<file path="src/rtl/dat_mem_seq.sv">
// Single-port data memory with combinational read, clocked write and a one-word-per-cycle
// hardware clear sweep after reset or start. Optional macro DAT_MEM_PARITY_EN adds a parity bit per word.
module dat_mem_seq #(
    parameter int unsigned WIDTH = 8,
    parameter int unsigned DEPTH = 256,
    localparam int unsigned AW = $clog2(DEPTH)
) (
    input  logic             clk,
    input  logic             reset,
    input  logic             start,
    input  logic             wr_en,
    input  logic [AW-1:0]    addr,
    input  logic [WIDTH-1:0] dat_in,
    output logic [WIDTH-1:0] dat_out,
    output logic             busy,
    output logic             done,
    output logic             wr_drop,
    output logic             par_err
);

`ifdef DAT_MEM_PARITY_EN
    localparam int unsigned MW = WIDTH + 1;
`else
    localparam int unsigned MW = WIDTH;
`endif
    localparam int unsigned AW1 = AW + 1;

    localparam logic [0:0] ST_CLEAR = 1'b0;
    localparam logic [0:0] ST_READY = 1'b1;

    localparam logic [AW-1:0] LAST_ADDR = AW'(DEPTH - 1);

    logic [MW-1:0]    core_q [DEPTH];

    logic [0:0]       state_q, state_d;
    logic [AW-1:0]    clr_cnt_q, clr_cnt_d;
    logic             busy_q, busy_d;
    logic             done_q, done_d;
    logic             wr_drop_q, wr_drop_d;

    logic             mem_we;
    logic [AW-1:0]    mem_waddr;
    logic [MW-1:0]    mem_wdata;

    logic             in_range;
    logic             rd_valid;
    logic [MW-1:0]    rd_word;

    // Stored word: data, plus its even-parity bit when parity is enabled.
    function automatic logic [MW-1:0] encode(input logic [WIDTH-1:0] d);
`ifdef DAT_MEM_PARITY_EN
        return {^d, d};
`else
        return d;
`endif
    endfunction

    assign in_range = ({1'b0, addr} < AW1'(DEPTH));

    always_ff @(posedge clk or posedge reset) begin
        if (reset) begin
            state_q   <= ST_CLEAR;
            clr_cnt_q <= '0;
            busy_q    <= 1'b1;
            done_q    <= 1'b0;
            wr_drop_q <= 1'b0;
        end else begin
            state_q   <= state_d;
            clr_cnt_q <= clr_cnt_d;
            busy_q    <= busy_d;
            done_q    <= done_d;
            wr_drop_q <= wr_drop_d;
        end
    end

    // Sequencer: the clear sweep and user writes share the single write port.
    always_comb begin
        state_d   = state_q;
        clr_cnt_d = clr_cnt_q;
        busy_d    = busy_q;
        done_d    = 1'b0;
        wr_drop_d = 1'b0;
        mem_we    = 1'b0;
        mem_waddr = clr_cnt_q;
        mem_wdata = '0;

        case (state_q)
            ST_CLEAR: begin
                mem_we    = 1'b1;
                mem_waddr = clr_cnt_q;
                mem_wdata = '0;
                clr_cnt_d = clr_cnt_q + AW'(1);
                wr_drop_d = wr_en;
                if (clr_cnt_q == LAST_ADDR) begin
                    state_d   = ST_READY;
                    clr_cnt_d = '0;
                    busy_d    = 1'b0;
                    done_d    = 1'b1;
                end
            end
            ST_READY: begin
                if (start) begin
                    state_d   = ST_CLEAR;
                    clr_cnt_d = '0;
                    busy_d    = 1'b1;
                    wr_drop_d = wr_en;
                end else if (wr_en) begin
                    if (in_range) begin
                        mem_we    = 1'b1;
                        mem_waddr = addr;
                        mem_wdata = encode(dat_in);
                    end else begin
                        wr_drop_d = 1'b1;
                    end
                end
            end
            default: begin
                state_d   = ST_CLEAR;
                clr_cnt_d = '0;
                busy_d    = 1'b1;
            end
        endcase
    end

    // Array storage carries no reset so it maps onto a plain RAM macro.
    always_ff @(posedge clk) begin
        if (mem_we) begin
            core_q[mem_waddr] <= mem_wdata;
        end
    end

    assign rd_word  = core_q[addr];
    assign rd_valid = (state_q == ST_READY) && in_range;
    assign dat_out  = rd_valid ? rd_word[WIDTH-1:0] : '0;

`ifdef DAT_MEM_PARITY_EN
    assign par_err = rd_valid && (^rd_word);
`else
    assign par_err = 1'b0;
`endif

    assign busy    = busy_q;
    assign done    = done_q;
    assign wr_drop = wr_drop_q;

endmodule
</file>
<file path="config.mk">
export PLATFORM = sky130hd
export DESIGN_NAME = dat_mem_seq
export DESIGN_NICKNAME = d
export VERILOG_FILES = /design/src/rtl/dat_mem_seq.sv
export SDC_FILE = /design/constraint.sdc
export NUM_CORES = 2
export LEC_CHECK = 0
export CAP_MARGIN = 20
export CORE_AREA = 2 2 387 389
export CTS_BUF_LIST = sky130_fd_sc_hd__clkbuf_16
export DETAILED_ROUTE_END_ITERATION = 10
export DIE_AREA = 0 0 389 391
export GPL_ROUTABILITY_DRIVEN = 0
export PLACE_DENSITY_LB_ADDON = 0.25
export SLEW_MARGIN = 10
export SYNTH_ARGS = -nofsm -noshare
export SYNTH_HDL_FRONTEND = slang
export SYNTH_SLANG_ARGS = --single-unit
</file>
<file path="constraint.sdc">
create_clock -name clk -period 5.5 [get_ports clk]
set_input_delay 0.55 -clock clk [delete_from_list [all_inputs] [get_ports clk]]
set_output_delay 0.55 -clock clk [all_outputs]
set_load 0.05 [all_outputs]
</file>
==> results.py <==
metrics = {
    "logic_synthesis": {
        "muxShareOfSynthArea_pct": 14.3,
        "synthFlopType": "edfxtp_1",
        "synth_seq_cells": 2060,
        "synth_edf_count": 2048,
        "synth_xor_area_share_pct": 0.0216,
        "yosys_warnings": 0,
        "synth_nets": 4146,
        "synthSimpleGateAreaFrac_pct": 3.70,
        "synth_async_sr_flop_share_pct": 0.583,
        "synth_top_family_by_area": "multiplexers",
        "synth_area_um2": 81100,
        "netlist_instances": 4125,
        "synth_compound_area_share_pct": 3.74,
        "ys_seq_area_share_pct": 76.2,
        "ys_types": 63,
        "synth_adder_area_share_pct": 0.0154,
        "avgSynthCellArea_um2": 19.7,
    },
    "pwr": {
        "p_leak_nw": 26.5,
        "ir_worst_vdd_v": 0.000351,
        "p_per_area_nw_per_um2": 359,
        "finalPower_w": 0.0324,
    },
    "clock_tree": {
        "clk_pin_slew_ns": 0.06,
        "clkSinkCount": 2060,
        "cts_resized": 0,
        "tritoncts": "done",
        "cts_hold_buffers": 0,
        "numCtsBuffers": 198,
        "htree_levels": 4,
        "root_buffer": "clkbuf_16",
        "post_cts_buffers": 0,
        "clockBufferDepth": 3,
        "clk_latency_ns": 0.85,
    },
    "timing": {
        "setup_viol": 0,
        "period_minus_slack_ns": 5.44,
        "rsz0062_at_grt": "no",
        "slew_headroom_pct": 17.5,
        "slew_viol_final": 0,
        "setup_tns_ns": 0,
        "finalHoldViolCount": 0,
        "worst_pin_slew_ns": 1.24,
        "finClkSkew_ns": 0.0336,
        "fmax_mhz": 184,
        "period_share_pct": 99.0,
    },
    "global_route": {
        "grt.busiest_layer": "met2",
        "met1_usage_pct": 40.3,
        "grt_pass1_wl_mm": 308,
        "grt_util_all_layers_pct": 28.5,
        "grt_pass1_vias": 41979,
        "grt_max_degree": 239,
        "grt_use_met2_pct": 43.5,
        "grt.overflow.total": 0,
        "use_met3_pct": 7.38,
        "antenna_found_initial": 5,
    },
    "routing": {
        "drt_drc_violations_left": 0,
        "wire_per_inst_um": 33.6,
        "drt_iter0_markers": 5846,
        "totalWireLength_mm": 215,
        "viasPerCell": 6.66,
        "drt.antenna.violating_nets": 0,
        "via_count": 42671,
        "first_pass_iters": 6,
    },
    "job": {
        "max_cap_viol_count": 0,
    },
    "place": {
        "dp_hpwl_mm": 136,
        "place_inst": 6042,
        "io_buffers": 30,
    },
    "worst_setup_path": {
        "crit_chain": "clkdlybuf4s50_1 -> nand3b_1 -> nor2_1 -> o21ai_0 -> nand4_1 -> a311oi_1 -> nand4_1 -> o31ai_1 -> buf_12",
        "r2r-start": "rd_valid",
        "path_buf_inv": 2,
        "crit_type": "in2out",
        "crit_top_cell": "nand4_1",
        "reg2reg_slack_ns": 1.16,
        "cp_data_arrival_time_ns": 4.89,
        "crit_required_ns": 4.95,
        "rr_worst_depth": 6,
        "slowest_stage": "nand3b_1",
        "slowest_delay_ns": 0.93,
        "crit_path_end_kind": "output pin",
        "startpoint_type": "input pin",
        "rr_endpoint": "core_q[69][1]",
        "crit_family": "simple AND/OR/NAND/NOR gates",
        "cp_max_fo": 16,
    },
    "min_path": {
        "hp-class": "in2async",
    },
    "floorplanning": {
        "die_w_um": 389,
        "start_util_pct": 54.6,
        "io_pins": 32,
        "placementRows": 142,
        "coreArea_um2": 149000,
        "die_h_um": 391,
        "die_area_um2": 152000,
    },
    "cells_and_area": {
        "finalNonFillerCells": 6408,
        "drive_gt1_share_pct": 20.5,
        "n_fill_cell": 10426,
        "nNetsFinal": 4319,
        "syn2layout_area_growth_pct": 11.5,
    },
    "run_status": {
        "status": "completed",
    },
}
==> cells in the mapped netlist, drive strengths merged, types with 10 or more instances <==
master,instances,share of area [%]
a211oi,13,0.12
a21oi,31,0.19
a221oi,42,0.45
a22oi,55,0.51
a311oi,10,0.11
and3,13,0.10
buf,157,1.5
clkbuf,107,0.50
dfrtp,11,0.34
edfxtp,2048,76
mux2,53,0.74
mux2i,271,3.3
mux4,366,10
nand2,85,0.39
nand3,59,0.36
nand3b,15,0.14
nand4,23,0.18
nor2,349,1.6
nor3,85,0.52
o21ai,88,0.54
o221ai,60,0.66
o22ai,55,0.42
o31ai,14,0.15
o32ai,13,0.14
or3,13,0.10
==> area by class of cell <==
type                            count  area (um2)  area share, %
Clock inverter                    162        1010           1.11
Sequential cell                  2060       61800           68.4
Multi-Input combinational cell   1793       17800           19.7
Inverter                            8        31.3         0.0346
Timing Repair Buffer              237        2280           2.52
Antenna cell                        2        5.00        0.00554
Tap cell                         1944        2430           2.69
Clock buffer                      202        5050           5.59
==> layer usage <==
layer  up-vias  wire [um]
met1     22308      83000
met2      2503      99800
met5         -         46
li1      17396          -
met4         6       8320
met3       458      23900
==> flip-flops by register name, summed over array words and instances (netlist names) <==
name / count
core_q: 2048
rd_valid: 1
clr_cnt_q: 8
busy: 1
wr_drop: 1
done: 1
==> placed cells by master, fill, tap and decap left out, types with 52 or more instances in the layout <==
cell type | Yosys | final
clkbuf_16 | 0 | 202
nand2_1 | 85 | 84
nor2_1 | 349 | 347
clkinv_1 | 0 | 52
a22oi_1 | 55 | 55
o221ai_1 | 58 | 58
mux4_2 | 354 | 354
nor3_1 | 85 | 84
buf_4 | 33 | 181
edfxtp_1 | 2048 | 2048
o21ai_0 | 85 | 85
inv_1 | 8 | 62
mux2i_1 | 271 | 271
o22ai_1 | 55 | 55
nand3_1 | 59 | 59
mux2_2 | 53 | 53
==> kinds of logic after synthesis <==
family | after synthesis
DFF | 2060
muxes | 690
and+or+nand+nor | 677
AOI/OAI and AO/OA | 422
buffers and inverters | 272
xor gates and xnor gates | 2
adders and majority gates | 1
other | 1
==> through the flow <==
step | cell area, um2 | setup WS [ns] | utilization (%) | hold slack (ns)
global route | 90400 | 0.126 | 60.8 | 0.100
detailed placement | 84300 | 0.294 | 56.8 | 0.530
floorplan | 81100 | 0.244 | - | 0.414
CTS | 90400 | 0.292 | 60.8 | 0.0666
finish | 90400 | 0.0554 | 60.8 | 0.0977
global placement | 84300 | 0.303 | 56.8 | 0.516
==> worst max-delay path by stage <==
stage | from | endpoint | cells past startpoint
detailed placement | addr[0] | dat_out[0] | 12
global route | addr[0] | dat_out[0] | 12
floorplan | start | core_q[0][6] | 4
finish | addr[3] | dat_out[3] | 9
global placement | addr[0] | dat_out[0] | 12
CTS | addr[0] | dat_out[0] | 12
==> power by group <==
| part | internal [W] | switching [W] | leakage (nW) |
|---|---|---|---|
| clock | 0.00694 | 0.00582 | 3.18 |
| sequential | 0.0173 | 0.000110 | 16.6 |
| combinational | 0.000657 | 0.00156 | 6.69 |
| total | 0.0249 | 0.00748 | 26.5 |
No activity file was read; power rests on OpenSTA's default activity.
